<file path="src/rtl/button_gesture.sv">
// button_gesture: push-button front end for the LED pattern controller.
// Synchronises and debounces the raw active-low button. It then times each
// press and the gap between presses, and classifies the gesture as a short
// click, medium hold, long hold or double click. The result is presented
// as a one-deep event with a valid/ready handshake.
//
// Ports:
//   pclk      in   system clock, all logic on the rising edge
//   presetn   in   asynchronous active-low reset
//   button_n  in   raw button, 0 = pressed, asynchronous to pclk
//   btn_level out  debounced button level, 1 = pressed
//   evt_valid out  event pending
//   evt_ready in   consumer accepts the pending event
//   evt_code  out  0 short, 1 medium, 2 long, 3 double
//   press_len out  length in cycles of the press that set the event
//   evt_ovf   out  sticky flag: an event was dropped while one was pending
module button_gesture #(
  parameter int unsigned CNT_W        = 32,
  parameter int unsigned DEBOUNCE_CYC = 500000,
  parameter int unsigned SHORT_MAX    = 100000000,
  parameter int unsigned LONG_MIN     = 250000000,
  parameter int unsigned GAP_MAX      = 25000000
) (
  input  logic             pclk,
  input  logic             presetn,
  input  logic             button_n,
  output logic             btn_level,
  output logic             evt_valid,
  input  logic             evt_ready,
  output logic [1:0]       evt_code,
  output logic [CNT_W-1:0] press_len,
  output logic             evt_ovf
);

  localparam int unsigned DB_W = (DEBOUNCE_CYC > 1) ? $clog2(DEBOUNCE_CYC) : 1;

  localparam logic [DB_W-1:0]  DB_LAST   = DB_W'(DEBOUNCE_CYC - 1);
  localparam logic [CNT_W-1:0] CNT_SAT   = {CNT_W{1'b1}};
  localparam logic [CNT_W-1:0] CNT_ONE   = CNT_W'(1);
  localparam logic [CNT_W-1:0] SHORT_LIM = CNT_W'(SHORT_MAX);
  localparam logic [CNT_W-1:0] LONG_LIM  = CNT_W'(LONG_MIN);
  localparam logic [CNT_W-1:0] GAP_LAST  = CNT_W'(GAP_MAX - 1);

  localparam logic [1:0] CODE_SHORT  = 2'd0;
  localparam logic [1:0] CODE_MEDIUM = 2'd1;
  localparam logic [1:0] CODE_LONG   = 2'd2;
  localparam logic [1:0] CODE_DOUBLE = 2'd3;

  typedef enum logic [1:0] {
    ST_IDLE   = 2'd0,
    ST_PRESS1 = 2'd1,
    ST_GAP    = 2'd2,
    ST_PRESS2 = 2'd3
  } state_t;

  // Synchroniser flops hold the raw (active-low) level; reset to released.
  logic sync_q1;
  logic sync_q2;
  logic btn_sync;

  logic [DB_W-1:0] db_cnt_q;

  state_t           state_q;
  state_t           state_d;
  logic [CNT_W-1:0] press_cnt_q;
  logic [CNT_W-1:0] press_cnt_d;
  logic [CNT_W-1:0] gap_cnt_q;
  logic [CNT_W-1:0] gap_cnt_d;
  logic [CNT_W-1:0] first_len_q;
  logic [CNT_W-1:0] first_len_d;

  logic [CNT_W-1:0] press_inc;
  logic             is_short;
  logic             is_long;

  logic             emit_c;
  logic [1:0]       emit_code_c;
  logic [CNT_W-1:0] emit_len_c;

  // Two-flop synchroniser on the raw button.
  always_ff @(posedge pclk or negedge presetn) begin
    if (!presetn) begin
      sync_q1 <= 1'b1;
      sync_q2 <= 1'b1;
    end else begin
      sync_q1 <= button_n;
      sync_q2 <= sync_q1;
    end
  end

  assign btn_sync = ~sync_q2;

  // Debounce: a new synced level must persist DEBOUNCE_CYC cycles in a row.
  always_ff @(posedge pclk or negedge presetn) begin
    if (!presetn) begin
      db_cnt_q  <= '0;
      btn_level <= 1'b0;
    end else if (btn_sync == btn_level) begin
      db_cnt_q <= '0;
    end else if (db_cnt_q == DB_LAST) begin
      db_cnt_q  <= '0;
      btn_level <= btn_sync;
    end else begin
      db_cnt_q <= db_cnt_q + DB_W'(1);
    end
  end

  // Saturating press counter; a saturated count always reads as long.
  assign press_inc = (press_cnt_q == CNT_SAT) ? CNT_SAT : press_cnt_q + CNT_ONE;
  assign is_short  = (press_cnt_q < SHORT_LIM);
  assign is_long   = (press_cnt_q >= LONG_LIM) || (press_cnt_q == CNT_SAT);

  // Gesture FSM state register.
  always_ff @(posedge pclk or negedge presetn) begin
    if (!presetn) begin
      state_q     <= ST_IDLE;
      press_cnt_q <= '0;
      gap_cnt_q   <= '0;
      first_len_q <= '0;
    end else begin
      state_q     <= state_d;
      press_cnt_q <= press_cnt_d;
      gap_cnt_q   <= gap_cnt_d;
      first_len_q <= first_len_d;
    end
  end

  // Gesture FSM next state and event generation.
  always_comb begin
    state_d     = state_q;
    press_cnt_d = press_cnt_q;
    gap_cnt_d   = gap_cnt_q;
    first_len_d = first_len_q;
    emit_c      = 1'b0;
    emit_code_c = CODE_SHORT;
    emit_len_c  = press_cnt_q;

    case (state_q)
      ST_IDLE: begin
        if (btn_level) begin
          state_d     = ST_PRESS1;
          press_cnt_d = CNT_ONE;
        end
      end

      ST_PRESS1: begin
        if (btn_level) begin
          press_cnt_d = press_inc;
        end else if (is_short) begin
          // A short press may be the first half of a double click.
          state_d     = ST_GAP;
          gap_cnt_d   = '0;
          first_len_d = press_cnt_q;
        end else begin
          state_d     = ST_IDLE;
          emit_c      = 1'b1;
          emit_code_c = is_long ? CODE_LONG : CODE_MEDIUM;
          emit_len_c  = press_cnt_q;
        end
      end

      ST_GAP: begin
        // A new press wins over the gap timeout in the same cycle.
        if (btn_level) begin
          state_d     = ST_PRESS2;
          press_cnt_d = CNT_ONE;
        end else if (gap_cnt_q == GAP_LAST) begin
          state_d     = ST_IDLE;
          emit_c      = 1'b1;
          emit_code_c = CODE_SHORT;
          emit_len_c  = first_len_q;
        end else begin
          gap_cnt_d = gap_cnt_q + CNT_ONE;
        end
      end

      ST_PRESS2: begin
        // Second press length is reported but never changes the class.
        if (btn_level) begin
          press_cnt_d = press_inc;
        end else begin
          state_d     = ST_IDLE;
          emit_c      = 1'b1;
          emit_code_c = CODE_DOUBLE;
          emit_len_c  = press_cnt_q;
        end
      end

      default: begin
        state_d = ST_IDLE;
      end
    endcase
  end

  // One-deep event slot; a new event replaces one being accepted this cycle.
  always_ff @(posedge pclk or negedge presetn) begin
    if (!presetn) begin
      evt_valid <= 1'b0;
      evt_code  <= CODE_SHORT;
      press_len <= '0;
      evt_ovf   <= 1'b0;
    end else if (emit_c) begin
      if (!evt_valid || evt_ready) begin
        evt_valid <= 1'b1;
        evt_code  <= emit_code_c;
        press_len <= emit_len_c;
      end else begin
        evt_ovf <= 1'b1;
      end
    end else if (evt_valid && evt_ready) begin
      evt_valid <= 1'b0;
    end
  end

endmodule

</file>
<file path="config.mk">
export PLATFORM = sky130hd
export DESIGN_NAME = button_gesture
export DESIGN_NICKNAME = d
export VERILOG_FILES = /design/src/rtl/button_gesture.sv
export SDC_FILE = /design/constraint.sdc
export NUM_CORES = 1
export LEC_CHECK = 0
export ABC_AREA = 1
export BUFFER_PORTS_ARGS = -buffer_cell sky130_fd_sc_hd__buf_2
export CORE_MARGIN = 5
export CORE_UTILIZATION = 40
export CTS_BUF_LIST = sky130_fd_sc_hd__clkbuf_4
export DETAILED_ROUTE_END_ITERATION = 10
export RECOVER_POWER = 25
export SLEW_MARGIN = 10
export SYNTH_ARGS = -nofsm -noshare
export SYNTH_HDL_FRONTEND = slang
export SYNTH_SLANG_ARGS = --single-unit
</file>
<file path="constraint.sdc">
create_clock -name pclk -period 1.9 [get_ports pclk]
set_input_delay 0.095 -clock pclk [delete_from_list [all_inputs] [get_ports pclk]]
set_output_delay 0.095 -clock pclk [all_outputs]
set_load 0.1 [all_outputs]
</file>
# Word level (Yosys, flattened, before mapping)
# Cells that the tools add are included.
# totals
regBits,156
latch_bits,0
mem_bits_rw,0
rom_bits,0
mem_count,0
# classes
add_sub_neg,3
n_mul,0
div,0
order_cmp,2
eq_ne,17
shifts,0
muxes,35
bitwise,4
n_reduce_logical,17
# op_table
operator,n
$mux 32,10
$pmux 32 s2,2
$add 32x1->32 const B,2
$mux 19,2
$eq 32x25->1 const B,1
$eq 32x32->1 const B,1
$ge 32x28->1 const B,1
$lt 32x27->1 const B,1
$mux 2,10
$add 19x1->19 const B,1
$eq 19x19->1 const B,1
$ne 2x2->1 const B,6
$reduce_and 2->1,5
$mux 1,8
$pmux 2 s4,1
$ne 2x1->1 const B,3
$reduce_and 5->1,1
$eq 2x2->1 const B,2
$not 1->1,4
$pmux 2 s2,1
$reduce_and 4->1,1
$reduce_bool 2->1,2
$reduce_or 2->1,2
$ne 3x3->1 const B,1
other kinds (8),9

# Logic depth before layout (Yosys ltp)
# Gate-level depths: netlist of the first run.
# depth
word_depth,6
mapped_depth,13
mapped_depth_nobuf,12

# Worst setup path before layout of the first run
# OpenSTA, ideal clock, no wires.
# synth_timing
path_type,reg2reg
startpoint,register btn_level
endpoint,register evt_code[0]
setup_ns,0.068
t_arrival_ns,1.995
required_time_ns,1.832
setup_slack_ns,-0.163
stages_incl_launch_ff,8
path_buffers,1
cell_sequence,dfrtp_1 nor2_1 a21oi_2 nand2_1 nand2_2 buf_2 nand2_1 nand2_1
# synth_via
elab_chain_len,3
# synth_rtl
item,line,rtl
"start, declared",27,"output logic btn_level,"
"start signal, assigned",102,btn_level <= btn_sync;
$mux 1 (on tied branches),"179, 147, 164",
$pmux 1 s3,138,case (state_q)
$reduce_and 2->1 (no line),--,
"end signal, assigned",205,evt_code <= emit_code_c;
"end, declared",30,"output logic [1:0] evt_code,"
# Parallel ways exist; a longest one is shown, timed or not.
# A chain may end at the register's enable or synchronous reset.

# Final worst setup path of the first run
# layout_timing
startpoint,register gap_cnt_q[1]
endpoint,register press_len[19]
# layout_via
elab_chain_len,5
# layout_rtl
item,line,rtl
"start, declared",67,logic [CNT_W-1:0] gap_cnt_q;
"start signal, assigned",123,gap_cnt_q <= gap_cnt_d;
$eq 32x25->1 *,167,end else if (gap_cnt_q == GAP_LAST) begin
$mux 1,167,
$mux 1,164,if (btn_level) begin
$pmux 1 s3,138,
$reduce_and 2->1 (no line),--,
"end signal, assigned",206,press_len <= emit_len_c;
"end, declared",31,"output logic [CNT_W-1:0] press_len,"
# Mark *: on every way between the ends. The rest lies on a longest branch, timed or not.

==> impl_metrics.ini, run 1 <==
[outcome]
outcome = complete, but fails checks
violations = setup timing

[worst_setup_path]
crit_family = simple AND/OR/NAND/NOR gates
critPathMaxStageDelay_ns = 0.43
critPathBufInv = 3
crit_slowest_cell = dfrtp_1
crit_arrival_ns = 2.46
path_max_fanout = 8
startpoint_type = flip-flop
r2r_end = press_len[19]$_DFFE_PN0P_
r2r_cells = 13
endpoint_kind = flip-flop
path_class = reg -> reg
r2r-start = gap_cnt_q[1]$_DFFE_PN0P_
r2r_setup_slack_ns = -0.04
crit_chain = ha_4 -> nand2_4 -> nor2_4 -> nand2_4 -> inv_4 -> nand3_4 -> nor2_4 -> a21oi_4 -> a21oi_4 -> buf_12 -> clkbuf_16 -> nand2_1 -> nand2_1
cp.required_ns = 2.42

[placed_design]
io_buffers = 40
routabilityCongestion = 0.919
placed_area_um2 = 10500
pre_cts_ws_ns = -0.0580
dp_hpwl_um = 18600

[sta]
holdWs_ns = 0.228
max_slew.worst_pin.slew_ns = 0.633
max-slew-margin-rel = 0.578
fin_ws_ns = -0.0411
setup_violations = 41
fmax_mhz = 515
hold_violations = 0
maxSlewViolCount = 0
rsz0062_at_grt = yes
min_period_ns = 1.94
period_share = 1.02
finClkSkew_ns = 0.0346

[synth]
synth_area_leaders = dfrtp_1, nand2_1, inv_1
synth.distinct_cells = 47
synthCells = 1266
synth_top_cell_by_area = dfrtp_1
ys_ff_latch = 156
synth-main-ff-cell = dfrtp_1
synth_edf_count = 0
synth_top_area_share = 0.417
synth_fp_nets = 1273
yosysWarnings = 0
ys_async_sr_fraction = 1.00
syn_avg_cell_area_um2 = 7.31
netlist_area_um2 = 9250
synth-seq-area-share = 0.422

[drt]
drtIter0Drc = 669
vias = 8906
ant_nets = 0
wirelength_um = 28000
drc = 0
first_pass_iters = 5
routed_via_density = 5.08
wl_per_cell_um = 16.0

[finish]
fin_area_um2 = 11900
final_cell_mix = nand2_1, dfrtp_1, buf_4
mostFrequentLayoutCell = nand2_1
syn2layout_area_growth_pct = 28.4
fill_cells = 2166
layout-drive-gt1-share = 0.287
multi_input_area_um2 = 4910
final_util = 0.523
regArea_um2 = 3910
finalNetCount = 1462

[clock_tree]
clock-sinks = 156
cts_tree = built
numCtsBuffers = 17
clk_latency_ns = 0.58
root_buffer = clkbuf_4
clk_pin_slew_ns = 0.15
clockBufferDepth = 2
h-tree-depth = 4

[global_route]
overflow = 0
track_usage = 0.199
grt_pass1_wl_um = 42600
grt_start_max_net_pins = 41
grt_pass1_vias = 8350
antenna_found_initial = 1

[hold_path]
hold_path_end = sync_q1$_DFF_PN1_
holdCritPathClass = in -> reg
hold_path_startpoint = button_n
min_path_cells = 2

[die]
floorplan.initialDensity = 0.407
std_cell_rows = 55
dieArea_um2 = 26300
dieWidth_um = 162
core-area_um2 = 22700
dieHeight_um = 162
io_pins = 41

[job]
drv_cap = 0

[pwr]
ir_worst_vdd_v = 0.000302
powerDensity_nw_per_um2 = 464
power.static_leakage_uw = 0.00562
## power by group
group	switching, uW	leakage [uW]	internal (uW)	total, uW
clock network	1370	0.000140	692	2060
logic	84.7	0.00332	27.0	112
registers	6.03	0.00216	3330	3340
## through the flow
| step | TNS, ns | instances | power [uW] |
|---|---|---|---|
| 2_1_floorplan | 0 | 1266 | 3410 |
| 3_3_place_gp | -0.0334 | 1670 | 3510 |
| 3_5_place_dp | -0.0580 | 1670 | 3510 |
| 4_1_cts | 0 | 1708 | 5590 |
| 5_1_grt | -7.26 | 1754 | 5750 |
| 6_report | -0.549 | 1754 | 5510 |
## Yosys cell counts, types with 2 or more instances
master    number
dfrtp_1      154
a21oi_1        7
o21ai_1       41
dfstp_2        2
buf_2          6
xor2_1        20
nand4_1       25
inv_2          5
inv_1        135
nand2_4        4
nand2_2        5
a21oi_4        2
nor3b_1        3
nor2_2         7
nand3b_1       5
nor2_1       121
nand3_1       97
clkbuf_1      12
o21ai_2       52
nand2_1      416
buf_6         15
nand3_2        2
nor2_4         3
ha_1           3
a211oi_1       2
xnor2_1        6
a21o_1         2
o21ai_0       45
nand3_4        2
or2_2          9
and3_1         2
nor4_1         2
nor3_1        35
buf_4          5
o22ai_1        2
## state kept, by name, summed over array words and instances (netlist names)
name and count:
press_len 32, state_q 2, btn_level 1, evt_code 2, sync_q2 1, sync_q1 1, evt_valid 1, db_cnt_q 19
evt_ovf 1, press_cnt_q 32, first_len_q 32, gap_cnt_q 32
## worst max-delay path by stage
stage,cells after the start,startpoint,to,slack [ns]
2_1_floorplan,13,gap_cnt_q[0]$_DFFE_PN0P_,evt_code[0]$_DFFE_PN0P_,0.01
3_3_place_gp,12,gap_cnt_q[0]$_DFFE_PN0P_,press_len[17]$_DFFE_PN0P_,-0.03
3_5_place_dp,12,gap_cnt_q[0]$_DFFE_PN0P_,press_len[17]$_DFFE_PN0P_,-0.06
4_1_cts,12,gap_cnt_q[0]$_DFFE_PN0P_,press_len[17]$_DFFE_PN0P_,0.009
5_1_grt,13,gap_cnt_q[1]$_DFFE_PN0P_,press_len[11]$_DFFE_PN0P_,-0.14
6_report,13,gap_cnt_q[1]$_DFFE_PN0P_,press_len[19]$_DFFE_PN0P_,-0.04
## logic make-up (layout without fill, tap and decap cells)
| group | Yosys count | count (layout) | share of synthesized area |
|---|---|---|---|
| AO/OA/AOI/OAI | 158 | 158 | 0.112 |
| XOR/XNOR | 26 | 26 | 0.0246 |
| adder cells (fa/ha/maj) | 3 | 3 | 0.00406 |
| buffers and inverters | 182 | 383 | 0.0902 |
| flip-flops | 156 | 156 | 0.422 |
| multiplexers | 1 | 1 | 0.00108 |
| other | 0 | 1 | 0 |
| AND/OR/NAND/NOR | 740 | 741 | 0.346 |
## cell type report
type	instances	share of cell area
multi-input combinational	929	0.413
sequential	156	0.329
timing repair buffer	209	0.159
inverter	142	0.0451
tap	285	0.0300
clock buffer	18	0.0114
clock inverter	14	0.0113
antenna	1	0.000211
## repair_timing
item / in CTS / in global routing
cloned: 0 / 21
endpoints found under the hold margin: 157 / 0
pin swaps: 1 / 24
hold buffers: 5 / 0
setup endpoints to repair: 43 / 129
buffers inserted: 1 / 24
resized for setup: 2 / 128
## layer usage
layer / up-vias / share of wire / track usage
met2: 241 / 0.49 / 0.340
met5: - / 0 / 0
met3: 63 / 0.039 / 0.0261
li1: 4430 / - / -
met4: 0 / 0.034 / 0.0719
met1: 4172 / 0.44 / 0.259
## worst reg2reg max path: cells and delay by family, from the launching register on
kind	cells	cell delay (ns)
and+or+nand+nor	7	0.65
DFF	1	0.43
buffers and inverters	3	0.40
AOI/OAI and AO/OA	2	0.28
adders and majority gates	1	0.17
No activity file was read; power rests on OpenSTA's default activity.
==> run 2: changes to the inputs <==
Settings changed: PLACE_DENSITY_LB_ADDON set to 0.05.
==> impl_metrics.ini, run 2 (synthesis results as in run 1) <==
[pwr]
power.static_leakage_uw = 0.00571
ir_worst_vdd_v = 0.000335
powerDensity_nw_per_um2 = 445

[worst_setup_path]
startpoint_type = flip-flop
crit_slowest_cell = dfrtp_1
r2r_end = press_cnt_q[23]$_DFFE_PN0P_
endpoint_kind = flip-flop
cp.depth = 12
crit_chain = ha_2 -> nand2_2 -> nor2_4 -> nand4_1 -> buf_4 -> inv_4 -> nand2_4 -> nor2_4 -> clkinvlp_4 -> nand3_1 -> nand2_1 -> nand2_1
startpoint = press_cnt_q[1]$_DFFE_PN0P_
r2r_setup_slack_ns = -0.06
endpoint = press_cnt_q[23]$_DFFE_PN0P_
critPathMaxStageDelay_ns = 0.38
crit_family = simple AND/OR/NAND/NOR gates
crit_arrival_ns = 2.47
r2r_cells = 12
path_max_fanout = 4
path_class = reg -> reg
r2r-start = press_cnt_q[1]$_DFFE_PN0P_
critPathBufInv = 3
cp.required_ns = 2.41

[finish]
layout-drive-gt1-share = 0.322
syn2layout_area_growth_pct = 30.6
final_util = 0.532
finalNetCount = 1471
final_cell_mix = nand2_1, dfrtp_1, buf_4
mostFrequentLayoutCell = nand2_1

[sta]
tns_ns = -0.482
max-slew-margin-rel = 0.579
finClkSkew_ns = 0.0368
max_slew.worst_pin.slew_ns = 0.631
min_period_ns = 1.96
fmax_mhz = 511
period_share = 1.03
rsz0062_at_grt = yes
maxSlewViolCount = 0
hold_violations = 0
setup_violations = 20
fin_ws_ns = -0.0570

[die]
dieArea_um2 = 26300
floorplan.initialDensity = 0.407
io_pins = 41
std_cell_rows = 55
dieHeight_um = 162
core-area_um2 = 22700
dieWidth_um = 162

[placed_design]
io_buffers = 40
dp_hpwl_um = 19800
pre_cts_ws_ns = -0.0847
routabilityCongestion = 0.902

[clock_tree]
clockBufferDepth = 2
clk_pin_slew_ns = 0.14
root_buffer = clkbuf_4
cts_tree = built
clock-sinks = 156
h-tree-depth = 4
numCtsBuffers = 17
clk_latency_ns = 0.58

[global_route]
overflow = 0
antenna_found_initial = 1
grt_start_max_net_pins = 53
grt_pass1_wl_um = 43200
grt_pass1_vias = 7995
track_usage = 0.206

[drt]
routed_via_density = 5.03
ant_nets = 0
wirelength_um = 29400
drc = 0
drtIter0Drc = 791
wl_per_cell_um = 16.7
vias = 8875
first_pass_iters = 5

[job]
drv_cap = 0

[outcome]
outcome = complete, but fails checks
violations = setup timing

[hold_path]
min_path_cells = 2
holdCritPathClass = in -> reg
## run 2: worst register-to-register path: cells and delay by family (launching register included)
family,cells,cell delay [ns]
flip-flops,1,0.38
buffers and inverters,3,0.47
adder cells (fa/ha/maj),1,0.19
AND/OR/NAND/NOR,8,0.87
## run 2: layout make-up
class,count,area [um2]
Clock inverter,14,111
Tap cell,285,357
Antenna cell,1,2.50
Fill cell,2328,10600
Multi-Input combinational cell,928,5040
Timing Repair Buffer,218,1960
Clock buffer,18,135
Sequential cell,156,3920
Timing Repair inverter,1,7.51
Inverter,142,546
## run 2: worst min path at each step
stage / start / to / slack, ns
final: button_n / sync_q1$_DFF_PN1_ / 0.20
after global routing: button_n / sync_q1$_DFF_PN1_ / 0.15
after detailed placement: presetn / gap_cnt_q[4]$_DFFE_PN0P_ / 0.08
after global placement: presetn / gap_cnt_q[4]$_DFFE_PN0P_ / 0.07
after CTS: button_n / sync_q1$_DFF_PN1_ / 0.14
after floorplan: presetn / btn_level$_DFFE_PN0P_ / -0.20
## run 2: power breakdown
group / switching, uW / internal (uW) / total [uW]
registers: 6.63 / 3330 / 3340
clock network: 1370 / 556 / 1920
logic: 86.0 / 30.6 / 117
## run 2: repair_timing
action	in CTS	in global routing
buffers inserted	1	27
hold buffers	5	0
pin swaps	2	42
endpoints found under the setup margin	53	128
gates cloned	0	15
gates resized for setup	13	193
hold endpoints to repair	157	0
## run 2: through the flow
| step | hold slack [ns] | power [uW] | std cells | cell area [um2] |
|---|---|---|---|---|
| after global placement | 0.0680 | 3510 | 1683 | 10600 |
| after detailed placement | 0.0752 | 3520 | 1683 | 10600 |
| after floorplan | -0.201 | 3410 | 1266 | 9250 |
| after CTS | 0.141 | 5490 | 1721 | 11000 |
| after global routing | 0.154 | 5620 | 1763 | 12100 |
| final | 0.199 | 5380 | 1763 | 12100 |
## run 2: per-layer routing
metal | GRT usage | up-vias | wire length [um]
met5 | 0 | - | 0
met4 | 0.0427 | 0 | 405
met3 | 0.0322 | 23 | 1560
met2 | 0.296 | 216 | 12300
met1 | 0.325 | 4186 | 15100
li1 | - | 4450 | -
